File: config.mk
export PLATFORM = sky130hd
export DESIGN_NAME = data_io_wide
export DESIGN_NICKNAME = d
export VERILOG_FILES = /design/src/rtl/data_io_wide.sv
export SDC_FILE = /design/constraint.sdc
export NUM_CORES = 1
export LEC_CHECK = 0
export BUFFER_PORTS_ARGS = -buffer_cell sky130_fd_sc_hd__buf_2
export CAP_MARGIN = 20
export CORE_MARGIN = 1.5
export CORE_UTILIZATION = 44
export CTS_CLUSTER_SIZE = 25
export DETAILED_ROUTE_END_ITERATION = 8
export SLEW_MARGIN = 20
export SYNTH_ARGS = -nofsm -noshare
export SYNTH_HDL_FRONTEND = slang
export SYNTH_SLANG_ARGS = --single-unit
File: constraint.sdc
create_clock -name clk_sys -period 9.7 [get_ports clk_sys]
set_clock_uncertainty 0.05 [all_clocks]
set_input_delay 0 -clock clk_sys [delete_from_list [all_inputs] [get_ports clk_sys]]
set_output_delay 0 -clock clk_sys [all_outputs]
set_load 0.02 [all_outputs]
File: src/rtl/data_io_wide.sv
// data_io_wide
// Packs received bytes into DW-bit words with byte enables, buffers the words
// in a small FIFO and writes them to the core's memory port on clkref_n slots.
//
// Ports:
//   clk_sys        sole clock, rising edge
//   reset          asynchronous, active-high, clears all state
//   dl_start       pulse, begins a transfer (also aborts a running one)
//   dl_end         pulse, ends the transfer and flushes a partial word
//   rx_wr/rx_data  received byte strobe and data
//   rx_index       menu index, latched on dl_start
//   clkref_n       write slot enable, active low
//   ioctl_download transfer active (ACTIVE or FLUSH)
//   ioctl_index    latched menu index
//   ioctl_wr       one-cycle write strobe
//   ioctl_addr     byte address of lane 0 of ioctl_dout
//   ioctl_dout     packed word, first byte in bits [7:0]
//   ioctl_be       lane enables for ioctl_dout
//   ioctl_overflow sticky, a word was dropped on a full FIFO
module data_io_wide #(
  parameter int          DW         = 8,
  parameter logic [24:0] START_ADDR = 25'd0,
  parameter int          FIFO_DEPTH = 4
) (
  input  logic            clk_sys,
  input  logic            reset,
  input  logic            dl_start,
  input  logic            dl_end,
  input  logic            rx_wr,
  input  logic [7:0]      rx_data,
  input  logic [7:0]      rx_index,
  input  logic            clkref_n,
  output logic            ioctl_download,
  output logic [7:0]      ioctl_index,
  output logic            ioctl_wr,
  output logic [24:0]     ioctl_addr,
  output logic [DW-1:0]   ioctl_dout,
  output logic [DW/8-1:0] ioctl_be,
  output logic            ioctl_overflow
);

  localparam int NB = DW / 8;
  localparam int LW = (NB > 1) ? $clog2(NB) : 1;
  localparam int AW = $clog2(FIFO_DEPTH);
  localparam int CW = AW + 1;
  localparam logic [LW-1:0] LAST_LANE = LW'(NB - 1);
  localparam logic [CW-1:0] DEPTH_C   = CW'(FIFO_DEPTH);

  typedef enum logic [1:0] {
    ST_IDLE   = 2'd0,
    ST_ACTIVE = 2'd1,
    ST_FLUSH  = 2'd2
  } state_t;

  state_t          state_q, state_d;
  logic [LW-1:0]   lane_q, lane_d;
  logic [DW-1:0]   pack_data_q, pack_data_d;
  logic [NB-1:0]   pack_be_q, pack_be_d;
  logic [DW-1:0]   mem_data_q [FIFO_DEPTH];
  logic [DW-1:0]   mem_data_d [FIFO_DEPTH];
  logic [NB-1:0]   mem_be_q [FIFO_DEPTH];
  logic [NB-1:0]   mem_be_d [FIFO_DEPTH];
  logic [AW-1:0]   wptr_q, wptr_d, rptr_q, rptr_d;
  logic [CW-1:0]   count_q, count_d;
  logic [24:0]     addr_q, addr_d;
  logic            overflow_q, overflow_d;
  logic [7:0]      index_q, index_d;
  logic            wr_q, wr_d;
  logic [DW-1:0]   dout_q, dout_d;
  logic [NB-1:0]   be_q, be_d;
  logic [24:0]     oaddr_q, oaddr_d;
  logic            download_q, download_d;

  logic            pop, push, take_byte, end_now, full_word;
  logic [LW-1:0]   lane_base;
  logic [DW-1:0]   data_base, word_data;
  logic [NB-1:0]   be_base, word_be;
  logic [AW-1:0]   wptr_base;
  logic [CW-1:0]   count_base;
  int              lane_idx;

  // Next-state logic for packer, FIFO, emitter and transfer state.
  always_comb begin
    state_d     = state_q;
    mem_data_d  = mem_data_q;
    mem_be_d    = mem_be_q;
    rptr_d      = rptr_q;
    addr_d      = addr_q;
    overflow_d  = overflow_q;
    dout_d      = dout_q;
    be_d        = be_q;
    oaddr_d     = oaddr_q;

    // A restart must not let a word of the old transfer reach the port.
    pop = ~clkref_n && (count_q != CW'(0)) && ~dl_start;
    if (pop) begin
      wr_d    = 1'b1;
      dout_d  = mem_data_q[rptr_q];
      be_d    = mem_be_q[rptr_q];
      oaddr_d = addr_q;
      addr_d  = addr_q + 25'(NB);
      rptr_d  = rptr_q + AW'(1);
    end else begin
      wr_d    = 1'b0;
    end

    // dl_start starts from an empty packer, so a coincident byte lands in lane 0.
    if (dl_start) begin
      lane_base = LW'(0);
      data_base = DW'(0);
      be_base   = NB'(0);
    end else begin
      lane_base = lane_q;
      data_base = pack_data_q;
      be_base   = pack_be_q;
    end

    take_byte = rx_wr && (dl_start || (state_q == ST_ACTIVE));
    end_now   = dl_end && ~dl_start && (state_q == ST_ACTIVE);
    lane_idx  = int'(lane_base);
    word_data = data_base;
    word_be   = be_base;
    if (take_byte) begin
      word_data[lane_idx*8 +: 8] = rx_data;
      word_be[lane_base]         = 1'b1;
    end else begin
      word_be   = be_base;
    end

    full_word = take_byte && (lane_base == LAST_LANE);
    push      = full_word || (end_now && (word_be != NB'(0)));

    // Clearing the data as well as the mask keeps unused lanes of a partial word at 0.
    if (push || end_now) begin
      lane_d      = LW'(0);
      pack_data_d = DW'(0);
      pack_be_d   = NB'(0);
    end else if (take_byte) begin
      lane_d      = lane_base + LW'(1);
      pack_data_d = word_data;
      pack_be_d   = word_be;
    end else begin
      lane_d      = lane_base;
      pack_data_d = data_base;
      pack_be_d   = be_base;
    end

    // The pop is accounted first so a full FIFO still accepts a push in a pop cycle.
    if (dl_start) begin
      wptr_base  = AW'(0);
      count_base = CW'(0);
      rptr_d     = AW'(0);
      overflow_d = 1'b0;
    end else begin
      wptr_base  = wptr_q;
      count_base = count_q - (pop ? CW'(1) : CW'(0));
    end
    wptr_d  = wptr_base;
    count_d = count_base;
    if (push) begin
      if (count_base < DEPTH_C) begin
        mem_data_d[wptr_base] = word_data;
        mem_be_d[wptr_base]   = word_be;
        wptr_d                = wptr_base + AW'(1);
        count_d               = count_base + CW'(1);
      end else begin
        overflow_d            = 1'b1;
      end
    end else begin
      count_d = count_base;
    end

    // With nothing left to write, dl_end drops straight back to IDLE.
    case (state_q)
      ST_IDLE:   state_d = ST_IDLE;
      ST_ACTIVE: begin
        if (dl_end) begin
          state_d = (push || (count_q != CW'(0))) ? ST_FLUSH : ST_IDLE;
        end else begin
          state_d = ST_ACTIVE;
        end
      end
      ST_FLUSH: begin
        if (count_q == CW'(0)) begin
          state_d = ST_IDLE;
        end else begin
          state_d = ST_FLUSH;
        end
      end
      default:   state_d = ST_IDLE;
    endcase

    if (dl_start) begin
      state_d = ST_ACTIVE;
      index_d = rx_index;
      addr_d  = START_ADDR;
    end else begin
      index_d = index_q;
    end

    download_d = (state_d != ST_IDLE);
  end

  // State and output registers with asynchronous reset.
  always_ff @(posedge clk_sys or posedge reset) begin
    if (reset) begin
      state_q     <= ST_IDLE;
      lane_q      <= LW'(0);
      pack_data_q <= DW'(0);
      pack_be_q   <= NB'(0);
      for (int i = 0; i < FIFO_DEPTH; i++) begin
        mem_data_q[i] <= DW'(0);
        mem_be_q[i]   <= NB'(0);
      end
      wptr_q      <= AW'(0);
      rptr_q      <= AW'(0);
      count_q     <= CW'(0);
      addr_q      <= START_ADDR;
      overflow_q  <= 1'b0;
      index_q     <= 8'd0;
      wr_q        <= 1'b0;
      dout_q      <= DW'(0);
      be_q        <= NB'(0);
      oaddr_q     <= 25'd0;
      download_q  <= 1'b0;
    end else begin
      state_q     <= state_d;
      lane_q      <= lane_d;
      pack_data_q <= pack_data_d;
      pack_be_q   <= pack_be_d;
      mem_data_q  <= mem_data_d;
      mem_be_q    <= mem_be_d;
      wptr_q      <= wptr_d;
      rptr_q      <= rptr_d;
      count_q     <= count_d;
      addr_q      <= addr_d;
      overflow_q  <= overflow_d;
      index_q     <= index_d;
      wr_q        <= wr_d;
      dout_q      <= dout_d;
      be_q        <= be_d;
      oaddr_q     <= oaddr_d;
      download_q  <= download_d;
    end
  end

  assign ioctl_download = download_q;
  assign ioctl_index    = index_q;
  assign ioctl_wr       = wr_q;
  assign ioctl_addr     = oaddr_q;
  assign ioctl_dout     = dout_q;
  assign ioctl_be       = be_q;
  assign ioctl_overflow = overflow_q;

endmodule
==> run summary, run 1 <==
CTS tree - yes
Post-synthesis mux area share - 22.0%
Largest net degree at the start of global routing - 89
CTS Hold Bufs - 20
P_leak - 3.29 nW
Number of max-cap violations - 0
Final #Nets - 561
Skew-Pair Late Insertion Delay - 420 ps
Post-synthesis sequential area ratio - 54.4%
Initial DRC count - 145
Fill count - 1135
RSZ-0062 raised after global routing - no
Initial Util - 45.3%
Simple logic cell fraction of the synthesized area - 11.1%
Post-route ant nets - 0
Adder-cell area share of the yosys netlist - 2.40%
Gpl congestion - 0.712
Register area - 3130 µm²
First drt pass iteration count - 4
Area Overhead vs Synth - 22.7%
Setup CP Type - reg2reg
First-pass GRT wire length - 18.9 mm
WP data arrival - 3420 ps
Vias in the first global route - 3791
Post-Synth XOR/XNOR Area - 1.68%
Die area - 13800 µm²
Post-synthesis async set-or-reset flop share - 100%
Outcome - finished clean
Final Setup Violations - 0
Post-Synthesis Net Count - 474
Total GRT Usage - 18.6%
Port bufs - 66
CTS sink cnt - 125
Reg clk slew, reported paths - 50 ps
Req. time, crit path - 9950 ps
Fin crit share - 32.7%
Sum of negative setup slack - 0 ps
Critical Path Start - count_q[0]
Yosys warning count - 0
Min-Delay Path Class - in2async
Max Slew Vio Count - 0
Die Ht - 117 µm
Worst setup path endpoint - mem_data_q[25]
Placed Area - 6210 µm²
Clk root buf - clkbuf_16
DP HPWL - 7.22 mm
Area of the multi-input gates - 2460 µm²
Grt total ovfl - 0
Reg2reg start - count_q[0]
Max Root-Sink Buffers - 2
FP Rows - 41
Core outline area - 12700 µm²
Residual DRC count - 0
FF-to-FF setup slack - 6530 ps
I/O pin count - 67
Achievable Freq - 0.315 GHz
DRT Wirelength - 11.5 mm
Reg2reg path depth - 8
Final hold vios - 0
Ant. Diodes - 0
EDFF count, synth - 0
Slew HR - 46.3%
Largest family of logic cells by synthesized area - multiplexers
Worst vdd ir - 0.000131 V
H-tree Lvls - 4
Share of post-route cells with drive strength above 1 - 39.7%
Compound-gate portion of the synthesized area - 5.53%
Via count - 3753
Post-Syn Instances - 441
Final instance area - 7050 µm²
Worst Tran Pin Value - 806 ps
Fin crit period - 3170 ps
CP Launch Type - register
RR Endpoint - mem_data_q[25]
Postcts setup bufs - 0
Post-synthesis register bit count - 125
Netlist cell types - 47
Drt wl/cell - 16.1 µm
Pwr Density - 249 nW/µm²
Critical Path End Type - register
Initial antenna violation count - 0
Mapped Area - 5750 µm²
Vias/cell - 5.28
Number of CTS-inserted buffers - 17
Die X - 117 µm
Post-synth top flop - dfrtp_1
Syn Area/Cell - 13.0 µm²
Maximum fanout along the worst path - 9
PostCTS Resize Cnt - 0
-- cell usage after synthesis, drive strengths merged (2+ instances only) --
master	instances	area, µm²
nand4	10	62.6
a21oi	16	95.1
nand2	11	41.3
and2	2	12.5
nor2b	25	156
nand3	8	57.6
buf	13	82.6
or3	3	18.8
nor2	19	71.3
xor2	3	26.3
xnor2	8	70.1
dfrtp	125	3130
nor3b	2	15.0
o21a	4	30.0
mux2	94	1060
or2	2	12.5
ha	11	138
o31ai	9	67.6
nor3	4	25.0
o21ai	12	63.8
or4	8	60.1
nor4	6	37.5
mux4	9	203
inv	13	48.8
and4	5	45.0
clkbuf	8	30.0
-- cell families (layout without fill, tap and decap cells) --
logic type	Yosys count	in the layout
buf+inv	35	133
flops	125	125
xor+xnor	11	11
fa+ha+maj	11	11
compound gates	48	48
mux	103	103
simple gates	108	108
-- cell usage in the layout (no fill, tap or decap), types with 11 or more instances in the layout --
cell / synthesis / final
buf_2: 6 / 66
nor2b_1: 25 / 25
dfrtp_1: 125 / 125
ha_1: 11 / 11
nand2_1: 11 / 11
inv_1: 13 / 12
dlygate4sd3_1: 0 / 20
a21oi_1: 12 / 12
mux2_2: 94 / 94
o21ai_0: 11 / 11
clkbuf_16: 0 / 17
nor2_1: 19 / 19
-- state kept, by name, indices dropped and copies added (netlist names) --
signal / flops
mem_data_q: 32
ioctl_download: 1
wptr_q: 2
ioctl_dout: 8
mem_be_q: 4
ioctl_overflow: 1
ioctl_wr: 1
ioctl_addr: 25
lane_q: 1
state_q: 2
ioctl_be: 1
count_q: 3
pack_be_q: 1
rptr_q: 2
addr_q: 25
ioctl_index: 8
pack_data_q: 8
-- critical path: stages (launching register included) --
cell and delay [ps]:
dfrtp_1 390, nor3_1 630, nor3_4 60, ha_1 210, ha_1 190, xnor2_1 420
o21ai_0 190, a21oi_2 520, mux2_2 410
-- how the worst min path moves through the flow --
stage	startpoint	cells after the start	to
2_1_floorplan	dl_end	1	state_q[0]
3_3_place_gp	reset	2	ioctl_wr
6_report	reset	3	ioctl_addr[3]
3_5_place_dp	reset	2	ioctl_wr
5_1_grt	reset	3	ioctl_wr
4_1_cts	reset	3	ioctl_wr
-- per-stage QoR --
step | util, % | std cells | power (mW) | worst slack (ps) | hold slack (ps)
final | 55.7 | 711 | 1.76 | 6530 | 108
after CTS | 55.6 | 711 | 1.78 | 6530 | 111
after floorplan | - | 441 | 0.977 | 6320 | 75.1
after detailed placement | 49.0 | 661 | 1.08 | 6540 | 7.51
after global routing | 55.7 | 711 | 1.85 | 6290 | 154
after global placement | 49.0 | 661 | 1.07 | 6660 | 0.636
-- per-layer routing --
layer / track usage [%] / up-vias / part of all wire [%]
met5: 0 / - / 0
met2: 31.4 / 62 / 51
met4: 7.23 / 0 / 1.3
met1: 22.5 / 1919 / 44
met3: 5.66 / 12 / 3.6
li1: - / 1760 / -
-- report_power, final --
group | internal [mW] | leakage [nW] | switching, mW | total [mW]
Sequential | 0.631 | 1.67 | 0.0728 | 0.704
Clock | 0.472 | 0.313 | 0.214 | 0.686
Combinational | 0.193 | 1.31 | 0.176 | 0.369
Total | 1.30 | 3.29 | 0.463 | 1.76
-- layout make-up --
type | count | share of cell area [%]
Clock buffer | 23 | 6.78
Clock inverter | 7 | 2.27
Timing Repair Buffer | 89 | 7.90
Tap cell | 172 | 3.05
Sequential cell | 125 | 44.4
Multi-Input combinational cell | 281 | 34.9
Inverter | 14 | 0.781
(Power assumes the default switching activity.)
==> run 2: changes to the inputs <==
--- a/config.mk
+++ b/config.mk
@@ -5,12 +5,14 @@
 export SDC_FILE = /design/constraint.sdc
 export NUM_CORES = 1
 export LEC_CHECK = 0
+export ABC_AREA = 1
 export BUFFER_PORTS_ARGS = -buffer_cell sky130_fd_sc_hd__buf_2
 export CAP_MARGIN = 20
 export CORE_MARGIN = 1.5
 export CORE_UTILIZATION = 44
 export CTS_CLUSTER_SIZE = 25
 export DETAILED_ROUTE_END_ITERATION = 8
+export PLACE_DENSITY = 0.65
 export SLEW_MARGIN = 20
 export SYNTH_ARGS = -nofsm -noshare
 export SYNTH_HDL_FRONTEND = slang
==> constraint.sdc (replaced) <==
create_clock -name clk_sys -period 2.9 [get_ports clk_sys]
set_clock_uncertainty 0.05 [all_clocks]
set_input_delay 0 -clock clk_sys [delete_from_list [all_inputs] [get_ports clk_sys]]
set_output_delay 0 -clock clk_sys [all_outputs]
set_load 0.02 [all_outputs]
==> run 2 against run 1 <==
  * Worst setup slack worse by 5900 ps
  * Flip-flop and latch count unchanged
  * Combinational power rose to 3.2 times the previous value
  * Die area about the same
  * Sequential power rose to 3.2 times the previous value
  * Global-route usage up 1.4 points
  * First-iteration DRC count up 140%
  * Non-clock buffer count up 10
  * Critical path type unchanged
  * Design area up 0.48%
  * Hold slack worse by 63 ps
  * Utilization up 0.27 points
  * Synthesized area about the same
==> run summary, run 2 <==
Outcome - finished clean
Worst-path cell chain - nor2_1 -> nand2_1 -> nand2_1 -> nor2_2 -> ha_1 -> ha_1 -> or2_2 -> nand3_4 -> nand4_4 -> o21ai_0
Main area contributors after synthesis - dfrtp_1, nand2_1, o21ai_0
Crit-path slowest cell - dfrtp_1
Reg2reg path depth - 10 (+2)
Synth top cells by count - nand2_1, dfrtp_1, nor2_1
Worst vdd ir - 0.000417 V (+220%)
Area Overhead vs Synth - 23.2%
FP Rows - 41 (unchanged)
Slew HR - 36.9% (-9.4 points)
Die Ht - 117 µm (about the same)
Die X - 117 µm (about the same)
First-pass GRT wire length - 22.2 mm (+18%)
Residual DRC count - 0 (unchanged)
Core Util, Final - 55.9% (+0.27 points)
Initial DRC count - 346 (+140%)
Ant. Diodes - 0 (unchanged)
Commonest non-fill, non-tap cell in the layout - nand2_1
Final #Nets - 810 (+44%)
Top-area cell type share of the netlist area - 54.4% (about the same)
P_leak - 3.50 nW (+6.4%)
Area leader, netlist - dfrtp_1
Clock share of power - 36.7% (-2.3 points)
Port bufs - 66 (unchanged)
Share of power burned in combinational logic - 21.8% (+0.8 points)
Overall power - 5.47 mW (+210%)
Post-synth top flop - dfrtp_1
Cell Count Post-Placement - 902 (+36%)
Reg clk slew, reported paths - 60 ps (about the same)
Fin crit share - 80.0% (+47 points)
Grt total ovfl - 0 (unchanged)
Flop pwr share - 41.4% (+1.4 points)
Total GRT Usage - 20.0% (+1.4 points)
Initial antenna violation count - 0 (unchanged)
CTS sink cnt - 125 (unchanged)
Core outline area - 12700 µm² (unchanged)
Final instance area - 7090 µm² (+0.48%)
Critical Path Start - count_q[0]
Initial Util - 45.4% (about the same)
Mapped Area - 5750 µm² (about the same)
FF-to-FF setup slack - 580 ps (-5950 ps)
CP Depth - 10 (+2)
Vias/cell - 4.97 (-5.9%)
Most frequent cells in the layout - nand2_1, dfrtp_1, nor2_1, o21ai_0, buf_2
PostCTS Resize Cnt - 0 (unchanged)
Sum of negative setup slack - 0 ps (unchanged)
Skew-Pair Late Insertion Delay - 420 ps (about the same)
Post-route ant nets - 0 (unchanged)
Max Slew Vio Count - 0 (unchanged)
Worst setup path endpoint - mem_data_q[23]
Fin crit period - 2320 ps (-852 ps)
Number of max-cap violations - 0 (unchanged)
Psw - 1.71 mW (+270%)
Min-Delay Path Class - in2reg
Largest net degree at the start of global routing - 66 (-26%)
Postcts setup bufs - 0 (unchanged)
Req. time, crit path - 3180 ps (-6770 ps)
Worst Tran Pin Value - 947 ps (+141 ps)
CP Buf/Inv Count - 0 (unchanged)
Post-Synthesis Net Count - 715 (+51%)
Placed Area - 6250 µm² (+0.62%)
Final Setup Violations - 0 (unchanged)
DP HPWL - 8.89 mm (+23%)
Sw Ratio - 31.3% (+5.0 points)
Maximum fanout along the worst path - 18 (+9)
Family with the most delay on the worst path - simple AND/OR/NAND/NOR gates
RR Endpoint - mem_data_q[23]
Critical Path Max Stage Delay - 370 ps (-260 ps)
Most frequent cell after synthesis - nand2_1
Post-synthesis async set-or-reset flop share - 100% (unchanged)
Vias in the first global route - 4589 (+21%)
Pwr Density - 772 nW/µm² (+210%)
Share of post-route cells with drive strength above 1 - 15.6% (-24 points)
H-tree Lvls - 4 (unchanged)
Biggest register - mem_data_q
CP Launch Type - register
Worst Min Path Start - clkref_n
Post-synthesis sequential area ratio - 54.4% (about the same)
Netlist cell types - 32 (-32%)
Post-Layout Cell Count - 960 (+35%)
Via count - 4768 (+27%)
First drt pass iteration count - 5 (+1)
Max Root-Sink Buffers - 2 (unchanged)
Achievable Freq - 0.431 GHz (+37%)
DRT Wirelength - 13.1 mm (+14%)
Syn Area/Cell - 8.43 µm² (-35%)
WP data arrival - 2600 ps (-820 ps)
Clk root buf - clkbuf_16
Reg2reg start - count_q[0]
Drt wl/cell - 13.6 µm (-16%)
Die area - 13800 µm² (about the same)
Max reg flops - 32 (unchanged)
CTS tree - yes
Setup CP Type - reg2reg
Yosys warning count - 0 (unchanged)
I/O pin count - 67 (unchanged)
Gpl congestion - 0.850 (+19%)
RSZ-0062 raised after global routing - no
Post-Syn Instances - 682 (+55%)
EDFF count, synth - 0 (unchanged)
Number of CTS-inserted buffers - 17 (unchanged)
Post-synthesis register bit count - 125 (unchanged)
Int Power - 3.76 mW (+190%)
Final hold vios - 0 (unchanged)
Critical Path End Type - register
## run 2: worst min-delay path by stage
stage / slack (ps) / cells after the start / to
detailed placement: 160 / 3 / ioctl_index[7]
finish: 40 / 5 / addr_q[16]
CTS: 30 / 5 / addr_q[16]
global placement: 150 / 3 / ioctl_index[5]
floorplan: 60 / 2 / ioctl_index[0]
global route: 70 / 5 / addr_q[16]
## run 2: logic make-up (layout without fill, tap and decap cells)
group	Yosys count	count (layout)	synth area share, %
buffers and inverters	78	184	5.37
XOR/XNOR	2	2	0.305
AND/OR/NAND/NOR	342	342	25.5
adder cells (fa/ha/maj)	11	11	2.39
flip-flops	125	125	54.4
AO/OA/AOI/OAI	124	124	12.1
## run 2: metrics by stage
stage | setup WS (ps) | hold WS (ps)
3_3_place_gp | 721 | 151
3_5_place_dp | 555 | 160
5_1_grt | 382 | 72.5
4_1_cts | 561 | 27.0
2_1_floorplan | 581 | 62.6
6_report | 579 | 44.8
## run 2: timing repair
item                                    4_1_cts  5_1_grt
endpoints found under the hold margin        92        0
hold buffers                                 28        0
endpoints found under the setup margin        0        0
## run 2: cell type report
| class | count | area [µm²] |
|---|---|---|
| clock buffer | 22 | 464 |
| clock inverter | 8 | 92.6 |
| fill | 1186 | 5590 |
| inverter | 55 | 211 |
| multi-input combinational | 479 | 2310 |
| sequential | 125 | 3130 |
| tap | 172 | 215 |
| timing repair buffer | 99 | 661 |
## run 2: worst register-to-register path, stage by stage, from the launching register on
cell	delay [ps]
dfrtp_1	370
nor2_1	100
nand2_1	140
nand2_1	140
nor2_2	50
ha_1	200
ha_1	200
or2_2	310
nand3_4	150
nand4_4	260
o21ai_0	270
## run 2: metal layers
| metal | global-route usage, % | vias up | routed length, µm |
|---|---|---|---|
| met4 | 8.56 | 0 | 260 |
| met3 | 4.57 | 22 | 562 |
| met5 | 0 | - | 0 |
| met2 | 31.0 | 116 | 6000 |
| li1 | - | 2402 | - |
| met1 | 27.1 | 2228 | 6240 |
## run 2: power by group through the flow
| stage | Sequential (mW) | Clock [mW] | Combinational (mW) |
|---|---|---|---|
| final | 2.27 | 2.01 | 1.19 |
| after global routing | 2.31 | 2.13 | 1.35 |
| after CTS | 2.26 | 2.05 | 1.20 |
| after detailed placement | 2.29 | 0 | 1.17 |
| after global placement | 2.28 | 0 | 1.13 |
| after floorplan | 2.33 | 0 | 0.756 |
